--- src/rtl/fetch_unit.sv ---
// Instruction fetch stage: owns the PC, issues one request at a time to
// instruction memory, and holds the fetched word in the IF/ID register.
// Downstream redirects flush in-flight work; a decode stall freezes IF/ID.
module fetch_unit #(
  parameter int unsigned       ADDR_W    = 64,
  parameter logic [ADDR_W-1:0] RESET_PC  = '0,
  parameter logic [31:0]       NOP_INSTR = 32'h0000_0013
) (
  input  logic              clk,
  input  logic              arst_n,
  output logic              imem_req_valid,
  output logic [ADDR_W-1:0] imem_req_addr,
  input  logic              imem_req_ready,
  input  logic              imem_rsp_valid,
  input  logic [31:0]       imem_rsp_data,
  output logic              imem_rsp_ready,
  input  logic              stall_id,
  input  logic              branch_taken,
  input  logic [ADDR_W-1:0] branch_target,
  input  logic              jump,
  input  logic [ADDR_W-1:0] jump_target,
  output logic              ifid_valid,
  output logic [ADDR_W-1:0] ifid_pc,
  output logic [31:0]       ifid_instr,
  output logic [6:0]        ifid_opcode
);

  // WAIT: request accepted, response pending and wanted.
  // DROP: request accepted, but a redirect made its response stale.
  typedef enum logic [1:0] {
    S_IDLE  = 2'd0,
    S_FETCH = 2'd1,
    S_WAIT  = 2'd2,
    S_DROP  = 2'd3
  } state_e;

  localparam logic [ADDR_W-1:0] PC_STEP = {{(ADDR_W-3){1'b0}}, 3'd4};

  state_e              state_q, state_d;
  logic [ADDR_W-1:0]   pc_q, pc_d;
  logic                ifid_valid_q, ifid_valid_d;
  logic [ADDR_W-1:0]   ifid_pc_q, ifid_pc_d;
  logic [31:0]         ifid_instr_q, ifid_instr_d;

  logic                redirect_s;
  logic [ADDR_W-1:0]   target_s;
  logic                hold_s;
  logic                req_fire_s;
  logic                rsp_fire_s;
  logic                load_s;

  assign redirect_s = jump | branch_taken;
  assign target_s   = jump ? jump_target : branch_target;
  assign hold_s     = ifid_valid_q & stall_id;

  assign imem_req_valid = (state_q == S_FETCH) & ~hold_s & ~redirect_s;
  assign imem_req_addr  = pc_q;
  assign imem_rsp_ready = ((state_q == S_WAIT) & ~hold_s) | (state_q == S_DROP);

  assign req_fire_s = imem_req_valid & imem_req_ready;
  assign rsp_fire_s = imem_rsp_valid & imem_rsp_ready;

  assign ifid_valid  = ifid_valid_q;
  assign ifid_pc     = ifid_pc_q;
  assign ifid_instr  = ifid_instr_q;
  assign ifid_opcode = ifid_instr_q[6:0];

  // Sequencing of the request/response handshake and PC advance.
  always_comb begin
    state_d = state_q;
    pc_d    = pc_q;
    load_s  = 1'b0;
    case (state_q)
      S_IDLE: begin
        state_d = S_FETCH;
      end
      S_FETCH: begin
        if (redirect_s) begin
          pc_d = target_s;
        end else if (req_fire_s) begin
          state_d = S_WAIT;
        end else begin
          state_d = S_FETCH;
        end
      end
      S_WAIT: begin
        if (redirect_s) begin
          pc_d    = target_s;
          state_d = rsp_fire_s ? S_FETCH : S_DROP;
        end else if (rsp_fire_s) begin
          load_s  = 1'b1;
          pc_d    = pc_q + PC_STEP;
          state_d = S_FETCH;
        end else begin
          state_d = S_WAIT;
        end
      end
      S_DROP: begin
        // A redirect while draining only retargets; the stale response
        // still has to be swallowed before a new request may go out.
        if (redirect_s) begin
          pc_d = target_s;
        end else begin
          pc_d = pc_q;
        end
        if (rsp_fire_s) begin
          state_d = S_FETCH;
        end else begin
          state_d = S_DROP;
        end
      end
      default: begin
        state_d = S_IDLE;
      end
    endcase
  end

  // IF/ID update: flush beats load, load beats consume, stall holds.
  always_comb begin
    ifid_valid_d = ifid_valid_q;
    ifid_pc_d    = ifid_pc_q;
    ifid_instr_d = ifid_instr_q;
    if (redirect_s) begin
      ifid_valid_d = 1'b0;
      ifid_instr_d = NOP_INSTR;
    end else if (load_s) begin
      ifid_valid_d = 1'b1;
      ifid_pc_d    = pc_q;
      ifid_instr_d = imem_rsp_data;
    end else if (!stall_id) begin
      ifid_valid_d = 1'b0;
    end else begin
      ifid_valid_d = ifid_valid_q;
    end
  end

  // State, PC and IF/ID registers with asynchronous reset.
  always_ff @(posedge clk or negedge arst_n) begin
    if (!arst_n) begin
      state_q      <= S_IDLE;
      pc_q         <= RESET_PC;
      ifid_valid_q <= 1'b0;
      ifid_pc_q    <= '0;
      ifid_instr_q <= NOP_INSTR;
    end else begin
      state_q      <= state_d;
      pc_q         <= pc_d;
      ifid_valid_q <= ifid_valid_d;
      ifid_pc_q    <= ifid_pc_d;
      ifid_instr_q <= ifid_instr_d;
    end
  end

endmodule

--- config.mk ---
export PLATFORM = sky130hd
export DESIGN_NAME = fetch_unit
export DESIGN_NICKNAME = d
export VERILOG_FILES = /design/src/rtl/fetch_unit.sv
export SDC_FILE = /design/constraint.sdc
export NUM_CORES = 1
export LEC_CHECK = 0
export CORE_MARGIN = 1
export CORE_UTILIZATION = 48
export CTS_CLUSTER_DIAMETER = 100
export DETAILED_ROUTE_END_ITERATION = 7
export PLACE_DENSITY_LB_ADDON = 0.05
export SLEW_MARGIN = 20
export SYNTH_ARGS = -nofsm -noshare
export SYNTH_HDL_FRONTEND = slang
export SYNTH_SLANG_ARGS = --single-unit
--- constraint.sdc ---
create_clock -name clk -period 6.1 [get_ports clk]
set_clock_uncertainty 0.15 [all_clocks]
set_input_delay 0.61 -clock clk [delete_from_list [all_inputs] [get_ports clk]]
set_output_delay 0.61 -clock clk [all_outputs]
set_load 0.03 [all_outputs]
==> out/metrics.cfg <==
[sta]
hold_viol_final = 0
period_minus_slack_ns = 3.664
rsz0062_at_grt = false
tightest_slew_ns = 1.005
fin_crit_sh_pct = 60.06
whs_ns = 0.3266
slew_headroom_pct = 32.86
tns_ns = 0
max_freq_ghz = 0.2729
setup_viol = 0
slew_violations = 0

[cts]
cts_setup_buffers = 0
cts_tree = done
post_cts_resized = 0
cts_buffer_depth = 2
cts_inserted_buffers = 17
clk_latency_ns = 0.43
clock-root-buffer = clkbuf_16
clock-sinks = 163
path_clk_slew_ns = 0.06
ctsHoldBuffers = 1
htreeDepth = 4

[yosys]
syn_avg_cell_area_um2 = 8.474
syn_inst = 1033
synth_fp_nets = 1201
synthArstFlopShare_pct = 100.0
synth_edf_count = 0
ys_top_cells_by_count = nand2_1, dfrtp_1, a21oi_1, nor2_1, clkbuf_1
synth.area.top_cells = dfrtp_1, nand2_1, a21oi_1
yosys.cell_types.count = 71
ys_warn_count = 0
synth_most_common_cell = nand2_1
synth_area_mm2 = 0.008753
netlist.area_leader.share_pct = 45.74
yosysTopAreaCell = dfrtp_1
synth-seq-cells = 163
ys.flop_type = dfrtp_1
ys_seq_area_share_pct = 46.64

[setup_path]
cp_cell_sequence = clkdlybuf4s50_1 > nor2_1 > and4b_1 > clkdlybuf4s50_1
cp-end-kind = output port
cp_num_buf_inv = 2
cp-endpoint = imem_req_valid
start_kind = input pin
worstSetupPathType = input pin to output port
path_common_cell = clkdlybuf4s50_1
critical_path.max_stage_delay_ns = 0.70
critPathTopFamily = buffers and inverters
critPathMaxFanout = 10
reg2regPathDepth = 5
arrival_ns = 2.90
cp.depth = 4
worstReg2RegEnd = imem_req_addr[29]
reg2reg_from = state_q[0]
crit_slowest_cell = clkdlybuf4s50_1
crit_start = branch_taken
rrSetupSlack_ns = 2.86
cp.required_ns = 5.34

[cells_and_area]
nets = 1491
fin_area_mm2 = 0.01278
antenna_cells = 0
drive_gt1_share_pct = 6.737
syn2layout_area_growth_pct = 46.01
utilization_pct = 71.39

[run]
drv_cap = 0

[detailed_routing]
vias = 8981
wirelength_um = 29150
drc = 0
via_per_inst = 5.739
firstDrtPassIters = 5
drt-initial-drc-count = 645
drt-wirelength-per-cell_um = 18.63
ant_nets = 0

[die]
die_area_mm2 = 0.01878
start_util_pct = 48.90
core-area_mm2 = 0.01790
row_count = 49
ios = 337
die_h_um = 137.0
die_w_um = 137.0

[place]
port_buffers = 336
gp_congestion = 0.8485
dp_hpwl_um = 20410
dpl_cell_area_mm2 = 0.01220

[grt]
grt_max_degree = 81
grt_pass1_vias = 8298
grt_pass1_wl_um = 44950
grt-ovfl-total = 0
grt_util_all_layers_pct = 31.27
grt_antenna_before_repair = 1

[worst_hold_path]
hold_path_class = register to register

[pwr]
ir_drop_v = 0.0002016
p_leak_nw = 5.344
p_per_area_mw_per_mm2 = 283.4

[status]
status = completed

==> worst register-to-register path, stage by stage (launching register included) <==
cell	delay [ns]
dfrtp_1	0.73
nor2_1	0.32
nor3_4	0.27
buf_4	0.39
nand2_4	0.54
o311ai_0	0.68
==> worst min path at each step <==
stage,end,startpoint,depth (start not counted)
5_1_grt,ifid_pc[9],ifid_pc[9],2
4_1_cts,ifid_pc[56],ifid_pc[56],2
3_5_place_dp,ifid_pc[57],ifid_pc[57],2
6_report,ifid_pc[57],ifid_pc[57],2
2_1_floorplan,ifid_instr[10],arst_n,0
3_3_place_gp,ifid_pc[28],ifid_pc[28],2
==> sequential cells by signal, summed over array words and instances, names as in the netlist <==
name and flops:
imem_req_addr 64, ifid_pc 64, ifid_instr 32, state_q 2, ifid_valid 1
==> cell type report <==
type	count	area, um^2
Clock buffer	18	439.2
Clock inverter	14	128.9
Fill cell	1467	5121
Inverter	11	41.29
Multi-Input combinational cell	783	4355
Sequential cell	163	4083
Tap cell	229	286.5
Timing Repair Buffer	347	3447
==> per-stage QoR <==
| stage | setup slack (ns) | power [mW] | instances |
|---|---|---|---|
| 2_1_floorplan | 3.674 | 2.008 | 1033 |
| 3_3_place_gp | 2.402 | 2.584 | 1532 |
| 3_5_place_dp | 2.360 | 2.601 | 1532 |
| 4_1_cts | 2.457 | 3.641 | 1565 |
| 5_1_grt | 2.369 | 3.784 | 1565 |
| 6_report | 2.436 | 3.622 | 1565 |
==> logic make-up after synthesis <==
family                     Yosys count  synth area share [%]
AOI/OAI and AO/OA                  235                 16.72
DFF                                163                 46.64
buffers and inverters               87                 4.260
and+or+nand+nor                    495                 26.01
adders and majority gates            1                0.1429
muxes                               52                 6.218
==> layer usage <==
layer | share of wire [%] | wire length [um] | vias up | global-route usage (%)
met3 | 8.9 | 2581 | 47 | 8.000
met2 | 49 | 14230 | 379 | 51.77
met5 | 0.031 | 9 | - | 0
met1 | 40 | 11800 | 4323 | 40.33
li1 | - | - | 4230 | -
met4 | 1.8 | 527 | 2 | 8.852
==> power breakdown <==
part	switching (mW)	internal [mW]	total (mW)
Clock	0.459	0.577	1.04
Combinational	0.662	0.507	1.17
Sequential	0.174	1.24	1.42
Total	1.30	2.33	3.62
==> placed cells by master (no fill, tap or decap), types with 10 or more instances in the layout <==
cell type / n
a211oi_1: 12
a21oi_1: 92
and3_1: 11
buf_4: 11
clkbuf_16: 17
clkdlybuf4s50_1: 334
dfrtp_1: 160
inv_1: 11
mux2_2: 19
mux2i_1: 33
nand2_1: 283
nand3_1: 36
nand4_1: 16
nor2_1: 47
nor2b_1: 10
nor3_1: 34
o21ai_0: 45
o22ai_1: 15
Note: power is estimated with default switching activity, not from simulation.
